==> config.mk <==
export PLATFORM = sky130hd
export DESIGN_NAME = sync_fifo_pf
export DESIGN_NICKNAME = d
export VERILOG_FILES = /design/src/rtl/sync_fifo_pf.sv
export SDC_FILE = /design/constraint.sdc
export NUM_CORES = 1
export LEC_CHECK = 0
export CAP_MARGIN = 0
export CELL_PAD_IN_SITES_DETAIL_PLACEMENT = 1
export CELL_PAD_IN_SITES_GLOBAL_PLACEMENT = 2
export CORE_UTILIZATION = 47
export CTS_BUF_LIST = sky130_fd_sc_hd__clkbuf_8 sky130_fd_sc_hd__clkbuf_16
export CTS_CLUSTER_SIZE = 25
export DETAILED_ROUTE_END_ITERATION = 16
export GPL_TIMING_DRIVEN = 0
export PLACE_DENSITY_LB_ADDON = 0.1
export SLEW_MARGIN = 20
export SYNTH_ARGS = -nofsm -noshare
export SYNTH_HDL_FRONTEND = slang
export SYNTH_SLANG_ARGS = --single-unit
export TNS_END_PERCENT = 50
==> constraint.sdc <==
create_clock -name clk -period 6.5 [get_ports clk]
set_clock_uncertainty 0.15 [all_clocks]
set_input_delay 1.3 -clock clk [delete_from_list [all_inputs] [get_ports clk]]
set_output_delay 1.3 -clock clk [all_outputs]
set_load 0.02 [all_outputs]
==> src/rtl/sync_fifo_pf.sv <==
// Single-clock FIFO with exact occupancy count, almost-full/almost-empty thresholds
// and sticky overflow/underflow flags. Define SYNC_FIFO_FWFT_EN for first-word fall-through.
module sync_fifo_pf #(
  parameter int DATA_WD   = 8,
  parameter int ADDR_WD   = 4,
  parameter int AFULL_TH  = 14,
  parameter int AEMPTY_TH = 2
) (
  input  logic               clk,
  input  logic               rst,
  input  logic               winc,
  input  logic [DATA_WD-1:0] wdata,
  output logic               wfull,
  output logic               afull,
  input  logic               rinc,
  output logic [DATA_WD-1:0] rdata,
  output logic               rempty,
  output logic               aempty,
  output logic [ADDR_WD:0]   count,
  input  logic               err_clr,
  output logic               overflow,
  output logic               underflow
);

  localparam int CW    = ADDR_WD + 1;
  localparam int DEPTH = 1 << ADDR_WD;

  localparam logic [CW-1:0] DEPTH_C  = CW'(DEPTH);
  localparam logic [CW-1:0] AFULL_C  = CW'(AFULL_TH);
  localparam logic [CW-1:0] AEMPTY_C = CW'(AEMPTY_TH);

  logic [DATA_WD-1:0] mem [DEPTH];
  logic [CW-1:0]      wptr;
  logic [CW-1:0]      rptr;
  logic [CW-1:0]      count_next;
  logic               wa;
  logic               ra;
  logic               mem_rd;

  // Accepts are qualified by the registered flags, so a rejected request never moves a pointer.
  assign wa         = winc & ~wfull;
  assign ra         = rinc & ~rempty;
  assign count_next = count + CW'(wa) - CW'(ra);

`ifdef SYNC_FIFO_FWFT_EN
  // Output register holds the head word; refill it whenever it is empty or being popped.
  logic out_valid;
  logic out_valid_next;

  assign mem_rd         = (wptr != rptr) && (!out_valid || ra);
  assign out_valid_next = mem_rd | (out_valid & ~ra);
`else
  assign mem_rd = ra;
`endif

  // NOTE: the storage array has no reset; only pointers and flags define validity,
  // which keeps it mappable to RAM.
  always_ff @(posedge clk) begin
    if (wa) mem[wptr[ADDR_WD-1:0]] <= wdata;
  end

  // NOTE: all state uses non-blocking assignments so every register samples pre-edge values.
  always_ff @(posedge clk) begin
    if (rst) begin
      wptr      <= '0;
      rptr      <= '0;
      count     <= '0;
      rdata     <= '0;
      wfull     <= 1'b0;
      rempty    <= 1'b1;
      afull     <= 1'b0;
      aempty    <= 1'b1;
      overflow  <= 1'b0;
      underflow <= 1'b0;
`ifdef SYNC_FIFO_FWFT_EN
      out_valid <= 1'b0;
`endif
    end else begin
      if (wa) wptr <= wptr + CW'(1);
      if (mem_rd) begin
        rptr  <= rptr + CW'(1);
        rdata <= mem[rptr[ADDR_WD-1:0]];
      end

      count  <= count_next;
      wfull  <= (count_next == DEPTH_C);
      afull  <= (count_next >= AFULL_C);
      aempty <= (count_next <= AEMPTY_C);
`ifdef SYNC_FIFO_FWFT_EN
      out_valid <= out_valid_next;
      rempty    <= ~out_valid_next;
`else
      rempty <= (count_next == '0);
`endif

      // A set condition on the same edge as err_clr keeps the flag high.
      if (winc && wfull)  overflow  <= 1'b1;
      else if (err_clr)   overflow  <= 1'b0;
      if (rinc && rempty) underflow <= 1'b1;
      else if (err_clr)   underflow <= 1'b0;
    end
  end

endmodule
==> reports/metrics.yaml <==
outcome: "complete, no violations"
syn_inst: 391
setup_tns_ns: 0
first_iter_violations: 252
io_buffers: 31
insertion_delay_ns: 0.42
fp.dieW_um: 117
worst_pin_slew_ns: 0.900
synth_seq_cells: 155
maxSlewViolCount: 0
critPathKind: "input port to flop"
clockPowerShare_pct: 37.4
chipHeight_um: 117
r2r_cells: 11
syn_nets: 415
cp_max_fo: 9
avgSynthCellArea_um2: 15.8
cts_root_buffer: "clkbuf_16"
drive_gt1_share_pct: 13.4
crit_required_ns: 6.67
final_cell_mix: "edfxtp_1 (128), mux2i_1 (61), a22oi_1 (31), clkdlybuf4s50_1 (31)"
drc_errors: 0
grt_setup_unrepaired: "false"
finalSetupViolCount: 0
num_antenna_cells: 0
ctsResizeCount: 0
worstSetupEndpointType: "flop"
period_minus_slack_ns: 3.83
p_int_mw: 1.94
cp-start-kind: "input port"
fin_crit_sh_pct: 59.0
synth_area_mm2: 0.00618
drt-pass1-iter-count: 4
dpl.hpwl_mm: 9.25
hold_buffers: 0
gp_congestion: 0.718
ys_types: 38
postRouteAntennaNets: 0
grt_pass1_wl_mm: 20.9
io_pins: 32
rows: 41
cts_tree: "yes"
fin_nets: 465
start_util_pct: 48.6
ys_seq_area_share_pct: 70.9
ys_warn_count: 0
ir_drop_uv: 250
synth.area.top_cells: "edfxtp_1 (62%), mux2i_1 (9.9%), dfxtp_1 (8.7%)"
p_seq_share_pct: 45.4
wirelength_mm: 13.8
clock-sinks: 155
mostFrequentLayoutCell: "edfxtp_1"
p_per_area_mw_per_mm2: 355
hold_viol_final: 0
syn2layout_area_growth_pct: 18.4
die_area_mm2: 0.0136
path_clk_slew_ns: 0.06
vias: 3417
cts_buffers: 17
synth_top_cell_area_share_pct: 62.2
p_sw_uw: 663
power.total_mw: 2.60
cts.path.max_buffers: 2
yosysTopAreaCell: "edfxtp_1"
fill_cells: 1257
min_path_type: "flop to flop"
fmax_mhz: 261
design.core.area_mm2: 0.0127
maxCapViolCount: 0
power_frac_comb_pct: 17.2
switching_share_pct: 25.5
antenna_found_initial: 0
relSlewSlack_pct: 39.8
grtUsageTotal_pct: 22.7
viasPerCell: 5.46
wl_per_cell_um: 22.0
p_leak_nw: 2.43
grt_max_degree: 17
grt_overflow: 0
htreeDepth: 4
grt_pass1_vias: 3582
cp.arrival_ns: 4.00
cts_setup_buffers: 0
hold_path_depth: 2
==> logic make-up after synthesis <==
family | after synthesis | share of synthesized area (%)
DFF | 155 | 70.9
and+or+nand+nor | 73 | 5.65
muxes | 64 | 10.8
AOI/OAI and AO/OA | 48 | 6.60
buffers and inverters | 30 | 2.27
adders and majority gates | 11 | 2.35
xor gates and xnor gates | 10 | 1.42
==> power groups by stage <==
| stage | sequential (mW) | clock [mW] | combinational (mW) |
|---|---|---|---|
| 2_1_floorplan | 1.24 | 0 | 0.240 |
| 3_3_place_gp | 1.20 | 0 | 0.433 |
| 3_5_place_dp | 1.20 | 0 | 0.448 |
| 4_1_cts | 1.18 | 0.993 | 0.455 |
| 5_1_grt | 1.19 | 1.03 | 0.495 |
| 6_report | 1.18 | 0.974 | 0.447 |
==> final cells by class <==
| cell class | count | area, µm² | share of cell area (%) |
|---|---|---|---|
| tap | 172 | 215 | 2.94 |
| multi-input combinational | 206 | 1680 | 22.9 |
| buffer | 21 | 106 | 1.45 |
| clock buffer | 21 | 492 | 6.72 |
| timing repair buffer | 31 | 310 | 4.24 |
| sequential | 155 | 4380 | 59.9 |
| inverter | 9 | 33.8 | 0.461 |
| clock inverter | 11 | 103 | 1.40 |
==> cells in the mapped netlist <==
library cell and instances:
a21o_1 2, and3b_1 1, nand2_1 18, nor2_2 1
nor3_1 4, inv_2 1, buf_4 3, mux2i_1 61
and2_1 1, or4b_1 1, a41o_1 2, xor2_1 6
a21oi_1 4, a22oi_1 31, nor2_1 27, xnor2_1 4
and2b_4 1, a221oi_2 7, nor2b_1 4, fa_1 1
dfxtp_1 27, nand4_1 2, buf_1 1, a32oi_1 1
inv_1 8, o22ai_1 1, clkbuf_1 4, nand2b_1 3
nand3_1 7, mux4_2 2, mux2_2 1, buf_2 12
and2b_1 1, ha_1 10, edfxtp_1 128, nor2_4 1
nor4b_1 1, clkbuf_2 1
==> flip-flops by register name, summed over array words and instances, names as in the netlist <==
| register | count |
|---|---|
| mem | 128 |
| rdata | 8 |
| count | 5 |
| rptr | 4 |
| wptr | 4 |
| aempty | 1 |
| afull | 1 |
| overflow | 1 |
| rempty | 1 |
| underflow | 1 |
| wfull | 1 |
==> path summary, 6_finish.rpt <==
kind,start,slack (ns),to
max,winc,2.67,wfull$_SDFF_PP0_
min,rdata[2]$_SDFFE_PP0P_,0.34,rdata[2]$_SDFFE_PP0P_
max reg2reg,wfull$_SDFF_PP0_,3.72,wfull$_SDFF_PP0_
min reg2reg,rdata[2]$_SDFFE_PP0P_,0.34,rdata[2]$_SDFFE_PP0P_
==> metrics by stage <==
stage | area, µm² | std cells | hold slack, ns | setup WS [ns] | utilization [%]
finish | 7320 | 626 | 0.345 | 2.67 | 57.5
global route | 7320 | 626 | 0.367 | 2.46 | 57.5
CTS | 7310 | 626 | 0.350 | 2.67 | 57.5
detailed placement | 6720 | 594 | 0.335 | 2.22 | 52.8
global placement | 6710 | 594 | 0.324 | 2.22 | 52.7
floorplan | 6180 | 391 | 0.367 | 2.93 | -
==> critical path, stage by stage <==
cell and delay, ns:
clkdlybuf4s50_1 0.47, nor2b_1 0.13, clkbuf_1 0.33, inv_2 0.05, ha_1 0.28, inv_1 0.04, ha_1 0.20, fa_1 0.40
a21o_1 0.17, a21oi_1 0.17, xnor2_1 0.18, nor4b_1 0.29
==> layer usage <==
metal	up-vias	GRT usage [%]	part of all wire, %
met5	-	0	0
met4	0	10.9	2.5
met3	23	4.88	4.2
met2	65	38.4	51
met1	1737	27.6	42
li1	1592	-	-
No activity file was read; power rests on OpenSTA's default activity.
==> patch, RTL diff (same flow settings) <==
The option `SYNC_FIFO_FWFT_EN` is turned on by a define.
--- a/src/rtl/sync_fifo_pf.sv
+++ b/src/rtl/sync_fifo_pf.sv
@@ -1,5 +1,7 @@
 // Single-clock FIFO with exact occupancy count, almost-full/almost-empty thresholds
 // and sticky overflow/underflow flags. Define SYNC_FIFO_FWFT_EN for first-word fall-through.
+`define SYNC_FIFO_FWFT_EN
+
 module sync_fifo_pf #(
   parameter int DATA_WD   = 8,
   parameter int ADDR_WD   = 4,
Function: changed (Yosys sat finds a counterexample within 4 cycles, from zero or initial values and one cycle with rst high).
==> patch against the original RTL <==
- synthesized area increased by 2.2%
- synthesized cell count decreased by 0.77%
- final area increased by 1.5%
- wire length increased by 0.42%
- setup slack got worse by 210 ps
- highest routed layer unchanged
- core utilization increased by 0.19 points
- sequential power increased by 4%
- sequential cell count increased by 3
- total power increased by 16%
==> patch: results (changes against the original RTL) <==
- Flop-to-flop setup slack: 3520 ps (-200 ps)
- Inserted Clock Buffers: 17 (unchanged)
- First-iteration detailed-routing DRC count: 241 (-4.4%)
- Static Leak: 2.46 nW (+1.1%)
- Dominant synthesized flop cell: edfxtp_1
- CTS H-tree depth: 4 (unchanged)
- FF-to-FF path depth: 12 (+1)
- Worst-path clk slew: 60 ps (about the same)
- Hold path cells: 2 (unchanged)
- Hold Crit Class: flop to flop
- # diodes: 0 (unchanged)
- Crit path max fanout: 9 (unchanged)
- Number of vias per cell: 5.55 (+1.7%)
- Status: completed
- VDD IR-drop max: 0.268 mV (+7.3%)
- Commonest cells in the netlist: 128 x edfxtp_1, 35 x nor2_1, 30 x dfxtp_1, 23 x mux4_2, 20 x nor3_1
- Clock latency on the worst-skew pair: 430 ps
- Syn_nets: 412 (-0.72%)
- DP HPWL: 9310 um (+0.65%)
- Placed Area: 6860 um^2 (+2.1%)
- Router iterations before antenna repair: 4 (unchanged)
- Hold wc startpoint: rdata[3]
- Worst hold slack: 342 ps (-2.45 ps)
- Fin nets: 462 (-0.65%)
- Pre-CTS WS: 2040 ps (-185 ps)
- Hold EP: rdata[3]
- First-pass GRT wire length: 21600 um (+3.2%)
- Reg2reg end: wfull
- Post-synth cell types: 39 (+2.6%)
- Largest net degree at the start of global routing: 17 (unchanged)
- Share of cells above drive strength 1: 19.5% (+6.1 points)
- Routability cong.: 0.744 (+3.7%)
- Synth Instances: 388 (-0.77%)
- # Post-CTS Setup Buffers: 0 (unchanged)
- Slew headroom: 32.4% (-7.4 points)
- Final min period: 4040 ps (+206 ps)
- Inst Count DP: 591 (-0.51%)
- Area contributors post-synth: edfxtp_1 61%, dfxtp_1 9.5%, mux4_2 8.2%
- Via Count: 3457 (+1.2%)
- Fill cell count: 1145 (-8.9%)
- CTS max path bufs: 2 (unchanged)
- Clock Tree Root: clkbuf_16
- Crit path launch: winc
- Initial antenna violation count: 0 (unchanged)
- Worst r2r src: wfull
- WL per Instance: 22.2 um (+0.90%)
- Number of global-route vias before repair: 3593 (+0.31%)
- Sequential area share after synthesis: 70.3% (-0.59 points)
- CP Data Arrival Time: 4200 ps (+200 ps)
- Port Buffer Count: 31 (unchanged)
- Gr usage total: 22.0% (-0.67 points)
[patch: cell types whose count changed in the layout (fill, tap and decap cells not counted), sizes merged, moves of 7 or more]
cell	delta
mux2i	-61
a22oi	-29
mux4	+22
a211oi	+16
nor3	+16
mux2	+15
a221oi	-7
nand2	-7
nor2b	+7
o22ai	+7
[patch: logic make-up (layout without fill, tap and decap cells)]
| kind of cell | count (synthesis) | after routing | share of synthesized area [%] |
|---|---|---|---|
| flops | 158 | 158 | 70.3 |
| simple gates | 89 | 89 | 6.59 |
| compound gates | 42 | 42 | 4.63 |
| mux | 40 | 40 | 11.5 |
| buf+inv | 33 | 96 | 2.59 |
| xor+xnor | 15 | 15 | 2.08 |
| fa+ha+maj | 11 | 11 | 2.30 |
[patch: worst max path at each step]
stage | end
floorplan | wfull
global placement | wfull
detailed placement | wfull
CTS | wfull
global route | wfull
finish | wfull
[patch: routing by layer]
layer	track usage [%]	up-vias	wire [um]
li1	-	1581	-
met1	29.2	1778	6110
met2	35.4	79	6900
met3	4.60	19	596
met4	8.97	0	247
met5	0	-	0
[patch: layout make-up]
type	instances	area, um^2	area share [%]
plain buffers	22	123	1.65
clock buffers	17	425	5.72
clock inverters	15	144	1.94
inverters	11	41.3	0.555
multi-input cells	197	1730	23.3
flip-flops and latches	158	4440	59.8
well taps	172	215	2.90
repair buffers	31	310	4.17
[patch: critical path: stages]
cell             delay [ps]
clkdlybuf4s50_1         470
nor2b_1                 130
clkbuf_1                370
inv_1                    90
ha_1                    290
inv_1                    40
ha_1                    200
fa_1                    410
a21o_1                  170
a21oi_1                 170
xnor2_1                 140
nor2_1                  150
nor4b_1                 280
[patch: report_power, final]
group          switching (mW)  internal (mW)
registers              0.0443           1.18
logic                   0.474          0.353
clock network           0.396          0.563
total                   0.914           2.10
